==> config.mk <==
export PLATFORM = sky130hd
export DESIGN_NAME = spi_register_target
export DESIGN_NICKNAME = d
export VERILOG_FILES = /design/src/rtl/spi_register_target_pkg.sv /design/src/rtl/spi_register_target_sync_edge.sv /design/src/rtl/spi_register_target.sv
export SDC_FILE = /design/constraint.sdc
export NUM_CORES = 1
export LEC_CHECK = 0
export CAP_MARGIN = 15
export CELL_PAD_IN_SITES_DETAIL_PLACEMENT = 0
export CELL_PAD_IN_SITES_GLOBAL_PLACEMENT = 1
export CORE_MARGIN = 2
export CORE_UTILIZATION = 41
export DETAILED_ROUTE_END_ITERATION = 7
export PLACE_DENSITY = 0.79
export SLEW_MARGIN = 20
export SYNTH_ARGS = -nofsm -noshare
export SYNTH_HDL_FRONTEND = slang
export SYNTH_SLANG_ARGS = --single-unit
==> constraint.sdc <==
create_clock -name clk -period 5.4 [get_ports clk]
set_input_delay 0.54 -clock clk [delete_from_list [all_inputs] [get_ports clk]]
set_output_delay 0.54 -clock clk [all_outputs]
set_load 0.02 [all_outputs]
==> src/rtl/spi_register_target_pkg.sv <==
// -----------------------------------------------------------------------------
// spi_register_target_pkg
//   Shared constants and the frame FSM encoding for the SPI register target.
//   CMD_WRITE_BIT : bit of the command byte that selects write (1) / read (0)
//   ADDR_W        : register address width (7 bits, wraps 127 -> 0)
//   DATA_W        : register / SPI byte width
//   state_t       : frame FSM states
// -----------------------------------------------------------------------------
package spi_register_target_pkg;

    localparam int CMD_WRITE_BIT = 7;
    localparam int ADDR_W        = 7;
    localparam int DATA_W        = 8;

    typedef enum logic [1:0] {
        ST_IDLE = 2'd0,
        ST_CMD  = 2'd1,
        ST_DATA = 2'd2
    } state_t;

endpackage

==> src/rtl/spi_register_target_sync_edge.sv <==
// -----------------------------------------------------------------------------
// spi_sync_edge
//   Brings one asynchronous SPI pin into the clk domain through a 2-FF
//   synchroniser and derives single-cycle rise/fall events from a history FF.
//   Ports:
//     clk, rst : system clock, asynchronous active-high reset
//     i_d      : raw pin
//     o_q      : synchronised level
//     o_rise   : one-cycle pulse on a synchronised 0->1 transition
//     o_fall   : one-cycle pulse on a synchronised 1->0 transition
//   All flops reset to 0, so a line that is already low when reset is
//   released produces no fall event.
// -----------------------------------------------------------------------------
module spi_sync_edge (
    input  logic clk,
    input  logic rst,
    input  logic i_d,
    output logic o_q,
    output logic o_rise,
    output logic o_fall
);

    logic r_meta;
    logic r_sync;
    logic r_hist;

    always_ff @(posedge clk or posedge rst) begin
        if (rst) begin
            r_meta <= 1'b0;
            r_sync <= 1'b0;
            r_hist <= 1'b0;
        end else begin
            r_meta <= i_d;
            r_sync <= r_meta;
            r_hist <= r_sync;
        end
    end

    assign o_q    = r_sync;
    assign o_rise = r_sync & ~r_hist;
    assign o_fall = ~r_sync & r_hist;

endmodule

==> src/rtl/spi_register_target.sv <==
// -----------------------------------------------------------------------------
// spi_register_target
//   SPI mode-0 target exposing a bank of NREGS 8-bit registers. Frames are a
//   command byte (bit7 = write, bits 6:0 = start address) followed by data
//   bytes with address auto-increment. SPI pins are oversampled by clk
//   (clk must be at least 8x SCK).
//   Parameters:
//     NREGS     : implemented registers (1..128); higher addresses read 0
//                 and ignore writes
//     RESET_VAL : reset value of every register
//   Ports:
//     clk, rst          : system clock, asynchronous active-high reset
//     spi_sck/cs/mosi   : SPI inputs (SCK idle low, CS active low)
//     spi_miso          : serial data out, forced 0 when not selected
//     spi_miso_oe       : high while a frame is selected
//     regs              : flat register contents, reg k at [8k+7:8k]
//     wr_stb            : one-cycle pulse per completed in-range write
//     wr_addr / wr_data : address / data of the strobed write
// -----------------------------------------------------------------------------
module spi_register_target
    import spi_register_target_pkg::*;
#(
    parameter int          NREGS     = 16,
    parameter logic [7:0]  RESET_VAL = 8'h00
) (
    input  logic                  clk,
    input  logic                  rst,
    input  logic                  spi_sck,
    input  logic                  spi_cs,
    input  logic                  spi_mosi,
    output logic                  spi_miso,
    output logic                  spi_miso_oe,
    output logic [NREGS*8-1:0]    regs,
    output logic                  wr_stb,
    output logic [ADDR_W-1:0]     wr_addr,
    output logic [DATA_W-1:0]     wr_data
);

    localparam int IDX_W = (NREGS > 1) ? $clog2(NREGS) : 1;

    // Synchronised pin events
    logic w_sck_rise;
    logic w_sck_fall;
    logic w_cs_rise;
    logic w_cs_fall;
    logic w_mosi;
    logic w_sck_level_unused;
    logic w_cs_level_unused;
    logic w_mosi_rise_unused;
    logic w_mosi_fall_unused;

    spi_sync_edge u_sync_sck (
        .clk    (clk),
        .rst    (rst),
        .i_d    (spi_sck),
        .o_q    (w_sck_level_unused),
        .o_rise (w_sck_rise),
        .o_fall (w_sck_fall)
    );

    spi_sync_edge u_sync_cs (
        .clk    (clk),
        .rst    (rst),
        .i_d    (spi_cs),
        .o_q    (w_cs_level_unused),
        .o_rise (w_cs_rise),
        .o_fall (w_cs_fall)
    );

    spi_sync_edge u_sync_mosi (
        .clk    (clk),
        .rst    (rst),
        .i_d    (spi_mosi),
        .o_q    (w_mosi),
        .o_rise (w_mosi_rise_unused),
        .o_fall (w_mosi_fall_unused)
    );

    // State and datapath registers
    state_t              r_state;
    state_t              w_next_state;
    logic [2:0]          r_bitcnt;
    logic [6:0]          r_shift_in;
    logic [DATA_W-1:0]   r_shift_out;
    logic                r_rw;
    logic [ADDR_W-1:0]   r_addr;
    logic [DATA_W-1:0]   r_regs [NREGS];
    logic                r_wr_stb;
    logic [ADDR_W-1:0]   r_wr_addr;
    logic [DATA_W-1:0]   r_wr_data;

    function automatic logic in_range(input logic [ADDR_W-1:0] a);
        return int'(a) < NREGS;
    endfunction

    // Unimplemented addresses read back as zero.
    function automatic logic [DATA_W-1:0] rd_val(input logic [ADDR_W-1:0] a);
        return in_range(a) ? r_regs[a[IDX_W-1:0]] : '0;
    endfunction

    logic                w_active;
    logic                w_byte_done;
    logic [DATA_W-1:0]   w_byte;
    logic [ADDR_W-1:0]   w_addr_next;

    assign w_active    = (r_state != ST_IDLE);
    // A CS rise in the same cycle as the 8th SCK rise discards the byte.
    assign w_byte_done = w_active & w_sck_rise & (r_bitcnt == 3'd7) & ~w_cs_rise;
    assign w_byte      = {r_shift_in, w_mosi};
    assign w_addr_next = r_addr + 7'd1;

    // FSM: state register
    always_ff @(posedge clk or posedge rst) begin
        if (rst) begin
            r_state <= ST_IDLE;
        end else begin
            r_state <= w_next_state;
        end
    end

    // FSM: next state
    always_comb begin
        w_next_state = r_state;
        case (r_state)
            ST_IDLE: if (w_cs_fall) w_next_state = ST_CMD;
            ST_CMD: begin
                if (w_cs_rise)        w_next_state = ST_IDLE;
                else if (w_byte_done) w_next_state = ST_DATA;
            end
            ST_DATA: if (w_cs_rise) w_next_state = ST_IDLE;
            default: w_next_state = ST_IDLE;
        endcase
    end

    // FSM: outputs
    always_comb begin
        spi_miso_oe = w_active;
        spi_miso    = w_active & r_shift_out[DATA_W-1];
    end

    // Datapath: bit counter, shifters, address, register bank, write strobe
    always_ff @(posedge clk or posedge rst) begin
        if (rst) begin
            r_bitcnt    <= '0;
            r_shift_in  <= '0;
            r_shift_out <= '0;
            r_rw        <= 1'b0;
            r_addr      <= '0;
            r_wr_stb    <= 1'b0;
            r_wr_addr   <= '0;
            r_wr_data   <= '0;
            for (int k = 0; k < NREGS; k++) begin
                r_regs[k] <= RESET_VAL;
            end
        end else begin
            r_wr_stb <= 1'b0;

            if (!w_active || w_cs_rise) begin
                r_bitcnt <= '0;
            end else if (w_sck_rise) begin
                r_bitcnt <= r_bitcnt + 3'd1;
            end

            if (w_active && w_sck_rise) begin
                r_shift_in <= w_byte[6:0];
            end

            if (r_state == ST_CMD && w_byte_done) begin
                r_rw        <= w_byte[CMD_WRITE_BIT];
                r_addr      <= w_byte[ADDR_W-1:0];
                r_shift_out <= rd_val(w_byte[ADDR_W-1:0]);
            end else if (r_state == ST_DATA && w_byte_done) begin
                if (r_rw && in_range(r_addr)) begin
                    r_regs[r_addr[IDX_W-1:0]] <= w_byte;
                    r_wr_stb                  <= 1'b1;
                    r_wr_addr                 <= r_addr;
                    r_wr_data                 <= w_byte;
                end
                r_addr      <= w_addr_next;
                r_shift_out <= rd_val(w_addr_next);
            end else if (r_state == ST_DATA && w_sck_fall && r_bitcnt != 3'd0) begin
                // The fall right after a load (bitcnt == 0) must keep the MSB
                // on the line for the first rise of the next byte.
                r_shift_out <= {r_shift_out[DATA_W-2:0], 1'b0};
            end
        end
    end

    assign wr_stb  = r_wr_stb;
    assign wr_addr = r_wr_addr;
    assign wr_data = r_wr_data;

    for (genvar k = 0; k < NREGS; k++) begin : g_regs
        assign regs[8*k +: 8] = r_regs[k];
    end

endmodule
[Word level (Yosys, flattened, before mapping)]
Cells that the tools add are included.
Word-level totals
  register bits after elaboration: 180
  input port bits: 5
  output and inout port bits: 146
  word-level logic and storage cells: 108
Operators by class
  add/subtract/negate cells: 2
  $lt $le $gt $ge: 7
  equality and inequality tests: 6
  mux-type cells: 26
  bitwise logic cells: 17
  reduce and logical (&&, ||, !) cells: 17
Operators by type and width (count)
  128-bit bitwise mux: 1
  8-bit 2-to-1 mux: 10
  8-bit binary-select mux with 4-bit select: 2
  8-bit demux with 4-bit select: 1
  7-bit by 5-bit < comparator with 1-bit output, second input constant: 3
  5-bit >= comparator, second input constant: 3
  4-bit NOT with 5-bit output: 3
  7-bit 2-to-1 mux: 2
  1-bit bitwise AND: 8
  2-bit 2-to-1 mux: 4
  7-bit by 1-bit adder with 7-bit output, second input constant: 1
  1-bit logical AND: 7
  3-bit 2-to-1 mux: 2
  1-bit NOT: 6
  2-bit one-hot mux with 3 select lines: 1
  3-bit AND reduction: 2
  2-bit nonzero test: 3
  3-bit nonzero test: 2
  5-bit by 1-bit < comparator with 1-bit output, second input constant: 1
  3-bit by 1-bit adder with 3-bit output, second input constant: 1
  3-bit == test, second input constant: 1
  1-bit 2-to-1 mux: 3
  3-bit inequality test, second input constant: 1
  2-bit by 1-bit == test with 1-bit output, second input constant: 1
  6 further kinds: 6

[Depth between registers and ports, before layout]
Gate-level depths: netlist of the first run.
  depth after elaboration: 8
  gate-level depth with buffers: 11
  depth with buffers taken out: 7

[By module]
From an unflattened synthesis of the first run, not the netlist that was laid out.
Unflattened totals
  cell total of the unflattened synthesis: 681
  area, all modules: 9441.6 sq um
Modules (own cells, without submodules)
  spi_register_target: instances 1, cells an instance 663, area each 9160.0 sq um, seq. area each 4304.1 sq um
  spi_sync_edge: instances 3, cells an instance 6, area each 93.8 sq um, seq. area each 75.1 sq um

[Worst setup path after synthesis of the first run]
OpenSTA, ideal clock, no wires.
  kind: register to register
  from: register r_addr[0]
  to: register r_shift_out[3]
  library setup time: 134 ps
  arrival: 2889 ps
  data required time: 5266 ps
  slack: 2377 ps
  cell stages (with the launch flop): 12
  path buffers: 5
  clock period less this slack: 3023 ps
  cell sequence: dfrtp_1 -> buf_2 -> buf_2 -> inv_1 -> ha_1 -> buf_2 -> buf_2 -> clkbuf_1 -> mux4_2 -> mux4_2 -> inv_1 -> o22ai_1
On the way
  longest elaborated chain between the ends: 8
  elaborated cells on any way between the ends: 9
  classes of those cells: add/sub (1); order compare (1); mux (6); bitwise (1)
RTL lines
  start, declared: RTL line spi_register_target.sv:86  | logic [ADDR_W-1:0] r_addr;
  start signal, assigned: RTL line spi_register_target.sv:170  | r_addr <= w_byte[ADDR_W-1:0];
  start signal, assigned: RTL line spi_register_target.sv:179  | r_addr <= w_addr_next;
  7-bit by 1-bit adder with 7-bit output (*): RTL line spi_register_target.sv:110  | assign w_addr_next = r_addr + 7'd1;
  4-bit NOT with 5-bit output (implied by the code): RTL line spi_register_target.sv:98  | return in_range(a) ? r_regs[a[IDX_W-1:0]] : '0;
  8-bit binary-select mux with 4-bit select: RTL line spi_register_target.sv:98
  8-bit 2-to-1 mux (implied by the code) (2 in a row): RTL line spi_register_target.sv:98
  8-bit 2-to-1 mux (*): RTL line spi_register_target.sv:98
  8-bit 2-to-1 mux (*): RTL line spi_register_target.sv:172  | end else if (r_state == ST_DATA && w_byte_done) begin
  8-bit 2-to-1 mux (*): RTL line spi_register_target.sv:168  | if (r_state == ST_CMD && w_byte_done) begin
  end signal, assigned: RTL line spi_register_target.sv:171  | r_shift_out <= rd_val(w_byte[ADDR_W-1:0]);
  end signal, assigned: RTL line spi_register_target.sv:180  | r_shift_out <= rd_val(w_addr_next);
  end signal, assigned: RTL line spi_register_target.sv:184  | r_shift_out <= {r_shift_out[DATA_W-2:0], 1'b0};
  end, declared: RTL line spi_register_target.sv:84  | logic [DATA_W-1:0] r_shift_out;
Mark *: on every way between the ends. The rest lies on a longest branch, timed or not. The select of a mux whose other input is x is not followed.
A chain may end at the register's enable or synchronous reset.

[Worst setup path after layout of the first run]
  from: register r_addr[0]
  to: register r_shift_out[5]
Same word-level chain as after synthesis.

==> results of run 1 <==
routing by layer:
| metal | part of all wire, % | vias up | global-route usage, % |
|---|---|---|---|
| met5 | 0 | - | 0 |
| li1 | - | 2690 | - |
| met1 | 41 | 3438 | 31.49 |
| met4 | 2.0 | 0 | 7.208 |
| met3 | 7.4 | 44 | 5.947 |
| met2 | 49 | 304 | 37.97 |
flip-flops by register name, indices dropped and copies added (netlist names):
signal	count
u_sync_sck.r_hist	1
r_shift_out	8
wr_data	8
u_sync_mosi.r_meta	1
r_state	2
u_sync_cs.o_q	1
wr_stb	1
u_sync_sck.r_meta	1
r_bitcnt	3
wr_addr	7
u_sync_mosi.o_q	1
r_addr	7
u_sync_cs.r_hist	1
u_sync_cs.r_meta	1
r_rw	1
u_sync_sck.o_q	1
r_shift_in	7
regs	128
per-stage QoR:
stage / power [µW] / hold WS (ns)
2_1_floorplan: 1804 / 0.3312
3_3_place_gp: 1889 / 0.3362
3_5_place_dp: 1902 / 0.3354
4_1_cts: 3155 / 0.3543
5_1_grt: 3245 / 0.3635
6_report: 3128 / 0.3529
worst paths after layout:
| check | endpoint | slack, ns | cells after the start |
|---|---|---|---|
| worst min-delay path | u_sync_mosi.o_q | 0.35 | 0 |
| worst max register to register | r_shift_out[5] | 2.13 | 6 |
| max in group asynchronous | r_addr[0] | 3.86 | 3 |
| worst min register to register | u_sync_mosi.o_q | 0.35 | 0 |
| worst max-delay path | r_shift_out[5] | 2.13 | 6 |
| min in group asynchronous | regs[11] | 0.68 | 3 |
kinds of logic after synthesis:
logic type               count (synthesis)
AO/OA/AOI/OAI                           48
XOR/XNOR                                 5
adder cells (fa/ha/maj)                  7
buffers and inverters                   60
flip-flops                             180
multiplexers                           224
AND/OR/NAND/NOR                        111
cell type report:
cell class	instances	share of cell area [%]
Multi-Input combinational cell	395	39.44
Sequential cell	180	38.19
Timing Repair Buffer	162	13.59
Clock buffer	17	3.604
Tap cell	313	3.318
Clock inverter	15	1.569
Inverter	8	0.2862
synth_stat cells (all sizes together), types with 3 or more instances:
master,count
and3,3
a21oi,7
dlygate4sd1,8
nand3,21
a211oi,7
mux4,69
dfrtp,180
buf,25
ha,7
nand2b,4
nor3,3
nor2,23
and2b,4
or3,3
xor2,3
nor2b,13
clkbuf,15
mux2,148
mux2i,7
o21ai,6
a31oi,5
and2,3
inv,8
nand4,6
a22oi,5
o22ai,7
a221o,3
nand2,16
critical path, stage by stage (launching register included):
cell and delay (ns):
dfrtp_2 0.36, buf_4 0.56, ha_1 0.58, xor2_1 0.62, mux4_2 0.60, nor2b_1 0.14
o32a_1 0.29
report_power, final:
group	switching [µW]	internal [µW]
clock	626	628
combinational	287	131
sequential	82.2	1370
==> reports/metrics.cfg, run 1 <==
[floorplan]
ios = 151
die_area_um2 = 24640
core_um2 = 22780
die_width_um = 157.0
start_util_pct = 42.11
std_cell_rows = 55
die_h_um = 157.0

[logic_synthesis]
muxShareOfSynthArea_pct = 35.36
synthArstFlopShare_pct = 100.0
yosysSeqAreaShare_pct = 46.95
synth_top_family_by_area = multiplexers
yosys-top-cells-area = dfrtp_1, mux4_2, mux2_2
synth_simple_gate_area_share_pct = 8.334
synth_xor_area_share_pct = 0.4565
synth_fp_nets = 647
yosysTopAreaCell = dfrtp_1
ys_warn_count = 0
synth_flop_cell = dfrtp_1
synth_area_per_cell_um2 = 15.11
syn_area_um2 = 9593
synthAdderAreaFrac_pct = 0.9130
yosysUniqueCellTypes = 62
synth-edff-count = 0
netlist_instances = 635
ys_seq_elements = 180
synth-compound-area-share_pct = 3.469
synth_top_area_share_pct = 46.95

[sta]
worstMarginPinSlew_ns = 1.026
fmax_mhz = 306.1
hold_violations = 0
period_share_pct = 60.49
finalSetupTns_ns = 0
drv_slew = 0
report.final.setup_viol = 0
finalClockSkew_ns = 0.01796
worst_slack_ns = 2.133
relSlewSlack_pct = 31.59
rsz0062_at_grt = false
fin_crit_ns = 3.267

[finish]
nFillCells = 1889
multi_input_area_um2 = 4656
mostFrequentLayoutCells = dfrtp_1, clkdlybuf4s50_1, mux2_2
antenna_cells = 0
fin_util_pct = 51.82
final_nets = 776
layout-drive-gt1-share_pct = 37.45
layout.area.seq_um2 = 4508
final_cells = 1090
syn_to_final_growth_pct = 23.05
fin_area_um2 = 11800
final_common_cell = dfrtp_1

[worst_hold_path]
hold_path.startpoint = u_sync_mosi.r_meta
hold_class = register to register

[power_and_ir_drop]
p_leak_uw = 0.005118
irDropWorstVdd_mv = 0.1839
pwr_density_cell_nw_per_um2 = 265.0

[global_route]
antenna_found_initial = 0
grt_max_degree = 181
grt_overflow = 0
grt_pass1_wl_um = 42920
grt_pass1_vias = 6825
groute.usage.overall_pct = 23.54

[detailed_routing]
drt_iter0_markers = 605
antenna_left = 0
drc = 0
firstDrtPassIters = 5
wirelength_um = 27490
routed-via-count = 6476
detail_route.wl_per_cell_um = 25.22
avgViaCountPerCell = 5.941

[clocking]
clock_latency_ns = 0.45
clock_sinks = 180
cts_tree = done
clock_tree.root_cell = clkbuf_16
cts_max_path_buffers = 2
cts_htree_levels = 4
ctsResizeCount = 0
postCtsSetupBuffers = 0
cts_made_buffers = 17
clk_pin_slew_worst_paths_ns = 0.08
holdBufCountCts = 0

[placement]
globalplace.congestion = 0.8603
placed_cell_area_um2 = 11190
hpwl_um = 18750
portBuffers = 150
place_ws_ns = 2.081
placed_cells = 1058

[critical_path]
startpoint = r_addr[0]
regToRegStartpoint = r_addr[0]
critPathMaxFanout = 37
startpoint_type = register
worstSetupPathType = register to register
endpoint_kind = register
worst-endpoint-arrival_ns = 3.60
cp.required_ns = 5.74

[run_status]
status = complete, no violations

[run]
maxCapViolCount = 0

(Power assumes the default switching activity.)
==> run 2, diff against run 1 <==
==> constraint.sdc (replaced) <==
create_clock -name clk -period 3 [get_ports clk]
set_input_delay 0.3 -clock clk [delete_from_list [all_inputs] [get_ports clk]]
set_output_delay 0.3 -clock clk [all_outputs]
set_load 0.02 [all_outputs]
==> reports/metrics.cfg, run 2 (synthesized netlist as in run 1, its figures left out) <==
[floorplan]
start_util_pct = 42.11  ; unchanged
core_um2 = 22780  ; unchanged
die_area_um2 = 24640  ; unchanged
die_h_um = 157.0  ; unchanged
std_cell_rows = 55  ; unchanged
die_width_um = 157.0  ; unchanged
ios = 151  ; unchanged

[clocking]
clock_sinks = 180  ; unchanged
holdBufCountCts = 0  ; unchanged
cts_made_buffers = 17  ; unchanged
ctsResizeCount = 0  ; unchanged
clock_tree.root_cell = clkbuf_16  ; unchanged
cts_tree = done  ; unchanged
cts_htree_levels = 4  ; unchanged
cts_max_path_buffers = 2  ; unchanged
clock_latency_ns = 0.44  ; was 0.45 ns
clk_pin_slew_worst_paths_ns = 0.07  ; was 0.08 ns
postCtsSetupBuffers = 0  ; unchanged

[sta]
drv_slew = 0  ; unchanged
period_share_pct = 90.91  ; was 60.49%
finalSetupTns_ns = 0  ; unchanged
hold_slack_ns = 0.2880  ; was 0.3529 ns
fmax_mhz = 366.7  ; was 306.1 MHz
worstMarginPinSlew_ns = 0.7371  ; was 1.026 ns
fin_crit_ns = 2.727  ; was 3.267 ns
rsz0062_at_grt = false  ; unchanged
finalClockSkew_ns = 0.01397  ; was 0.01796 ns
report.final.setup_viol = 0  ; unchanged
relSlewSlack_pct = 50.86  ; was 31.59%
hold_violations = 0  ; unchanged

[detailed_routing]
firstDrtPassIters = 5  ; unchanged
routed-via-count = 6453  ; was 6,476
antenna_left = 0  ; unchanged
drt_iter0_markers = 544  ; was 605
drc = 0  ; unchanged
wirelength_um = 28080  ; was 27,490 µm
avgViaCountPerCell = 5.850  ; was 5.941
detail_route.wl_per_cell_um = 25.46  ; was 25.22 µm

[global_route]
grt_overflow = 0  ; unchanged
antenna_found_initial = 0  ; unchanged
grt_pass1_wl_um = 43010  ; was 42,920 µm
grt_pass1_vias = 6860  ; was 6,825
groute.usage.overall_pct = 23.78  ; was 23.54%
grt_max_degree = 103  ; was 181

[critical_path]
path_cells = ha_1 > ha_1 > and3b_2 > nand4_4 > nor4_4 > buf_12 > nand4_2 > mux2_2  ; was buf_4 > ha_1 > xor2_1 > mux4_2 > nor2b_1 > o32a_1
endpoint_kind = register  ; unchanged
critPathMaxFanout = 32  ; was 37
worst_path_most_repeated_cell = ha_1
crit_slowest_cell = mux2_2  ; was xor2_1
startpoint_type = register  ; unchanged
cp.required_ns = 3.32  ; was 5.74 ns
max_stage_delay_ns = 0.43  ; was 0.62 ns
worstSetupPathType = register to register  ; unchanged
worst-endpoint-arrival_ns = 3.04  ; was 3.60 ns

[finish]
final_common_cell = dfrtp_1  ; unchanged
syn_to_final_growth_pct = 24.19  ; was 23.05%
final_cells = 1103  ; was 1,090
final_nets = 789  ; was 776
mostFrequentLayoutCells = dfrtp_1, clkdlybuf4s50_1, mux2_2  ; unchanged
largest_reg_flops = 128  ; unchanged
layout-drive-gt1-share_pct = 38.35  ; was 37.45%
antenna_cells = 0  ; unchanged

[placement]
portBuffers = 150  ; unchanged
hpwl_um = 19610  ; was 18,750 µm
placed_cells = 1071  ; was 1,058
globalplace.congestion = 0.8942  ; was 0.8603

[power_and_ir_drop]
irDropWorstVdd_mv = 0.3192  ; was 0.1839 mV
pwr_density_cell_nw_per_um2 = 477.0  ; was 265.0 nW/µm²
p_leak_uw = 0.005186  ; was 0.005118 µW

[worst_hold_path]
hold_class = primary input to register  ; was register to register

[run]
maxCapViolCount = 0  ; unchanged

[run_status]
status = complete, no violations  ; unchanged

[run 2: per-stage QoR]
step | util (%) | total power (µW) | cell area (µm²) | setup WS, ns
floorplan | - | 3247 | 9598 | 0.1216
global placement | 49.73 | 3468 | 11330 | 0.3599
detailed placement | 49.73 | 3490 | 11330 | 0.2817
CTS | 52.30 | 5702 | 11910 | 0.2709
global route | 52.30 | 5898 | 11910 | 0.1539
finish | 52.30 | 5683 | 11910 | 0.2727
[run 2: layer usage]
| metal | part of all wire [%] | vias to the layer above | track usage (%) |
|---|---|---|---|
| met4 | 2.4 | 0 | 8.344 |
| met5 | 0 | - | 0 |
| met3 | 6.5 | 55 | 5.396 |
| met1 | 41 | 3399 | 31.69 |
| li1 | - | 2704 | - |
| met2 | 50 | 295 | 38.45 |
[run 2: final timing paths]
path,from,end,slack [ns],cells past startpoint
worst max-delay path,r_bitcnt[0],regs[100],0.27,8
worst min-delay path,spi_mosi,u_sync_mosi.r_meta,0.29,1
worst max register to register,r_bitcnt[0],regs[100],0.27,8
worst min register to register,u_sync_mosi.r_meta,u_sync_mosi.o_q,0.36,0
max in group asynchronous,rst,r_addr[0],2.16,3
min in group asynchronous,rst,regs[26],0.34,3
[run 2: critical path, delay by kind of cell (launching register included)]
family / cells / cell delay [ns]
muxes: 1 / 0.43
adders and majority gates: 2 / 0.32
buffers and inverters: 1 / 0.30
and+or+nand+nor: 4 / 1.14
DFF: 1 / 0.40
[run 2: power by group]
part / leakage (µW) / switching, µW / internal (µW)
clock network: 0.000284 / 1110 / 1120
logic: 0.00242 / 522 / 287
registers: 0.00248 / 170 / 2470
[run 2: layout make-up]
| type | instances | area (µm²) |
|---|---|---|
| clock inverters | 14 | 156.4 |
| repair buffers | 175 | 1739 |
| multi-input cells | 395 | 4656 |
| inverters | 8 | 33.78 |
| flip-flops and latches | 180 | 4508 |
| fillers | 1878 | 10860 |
| well taps | 313 | 391.6 |
| clock buffers | 18 | 429.2 |
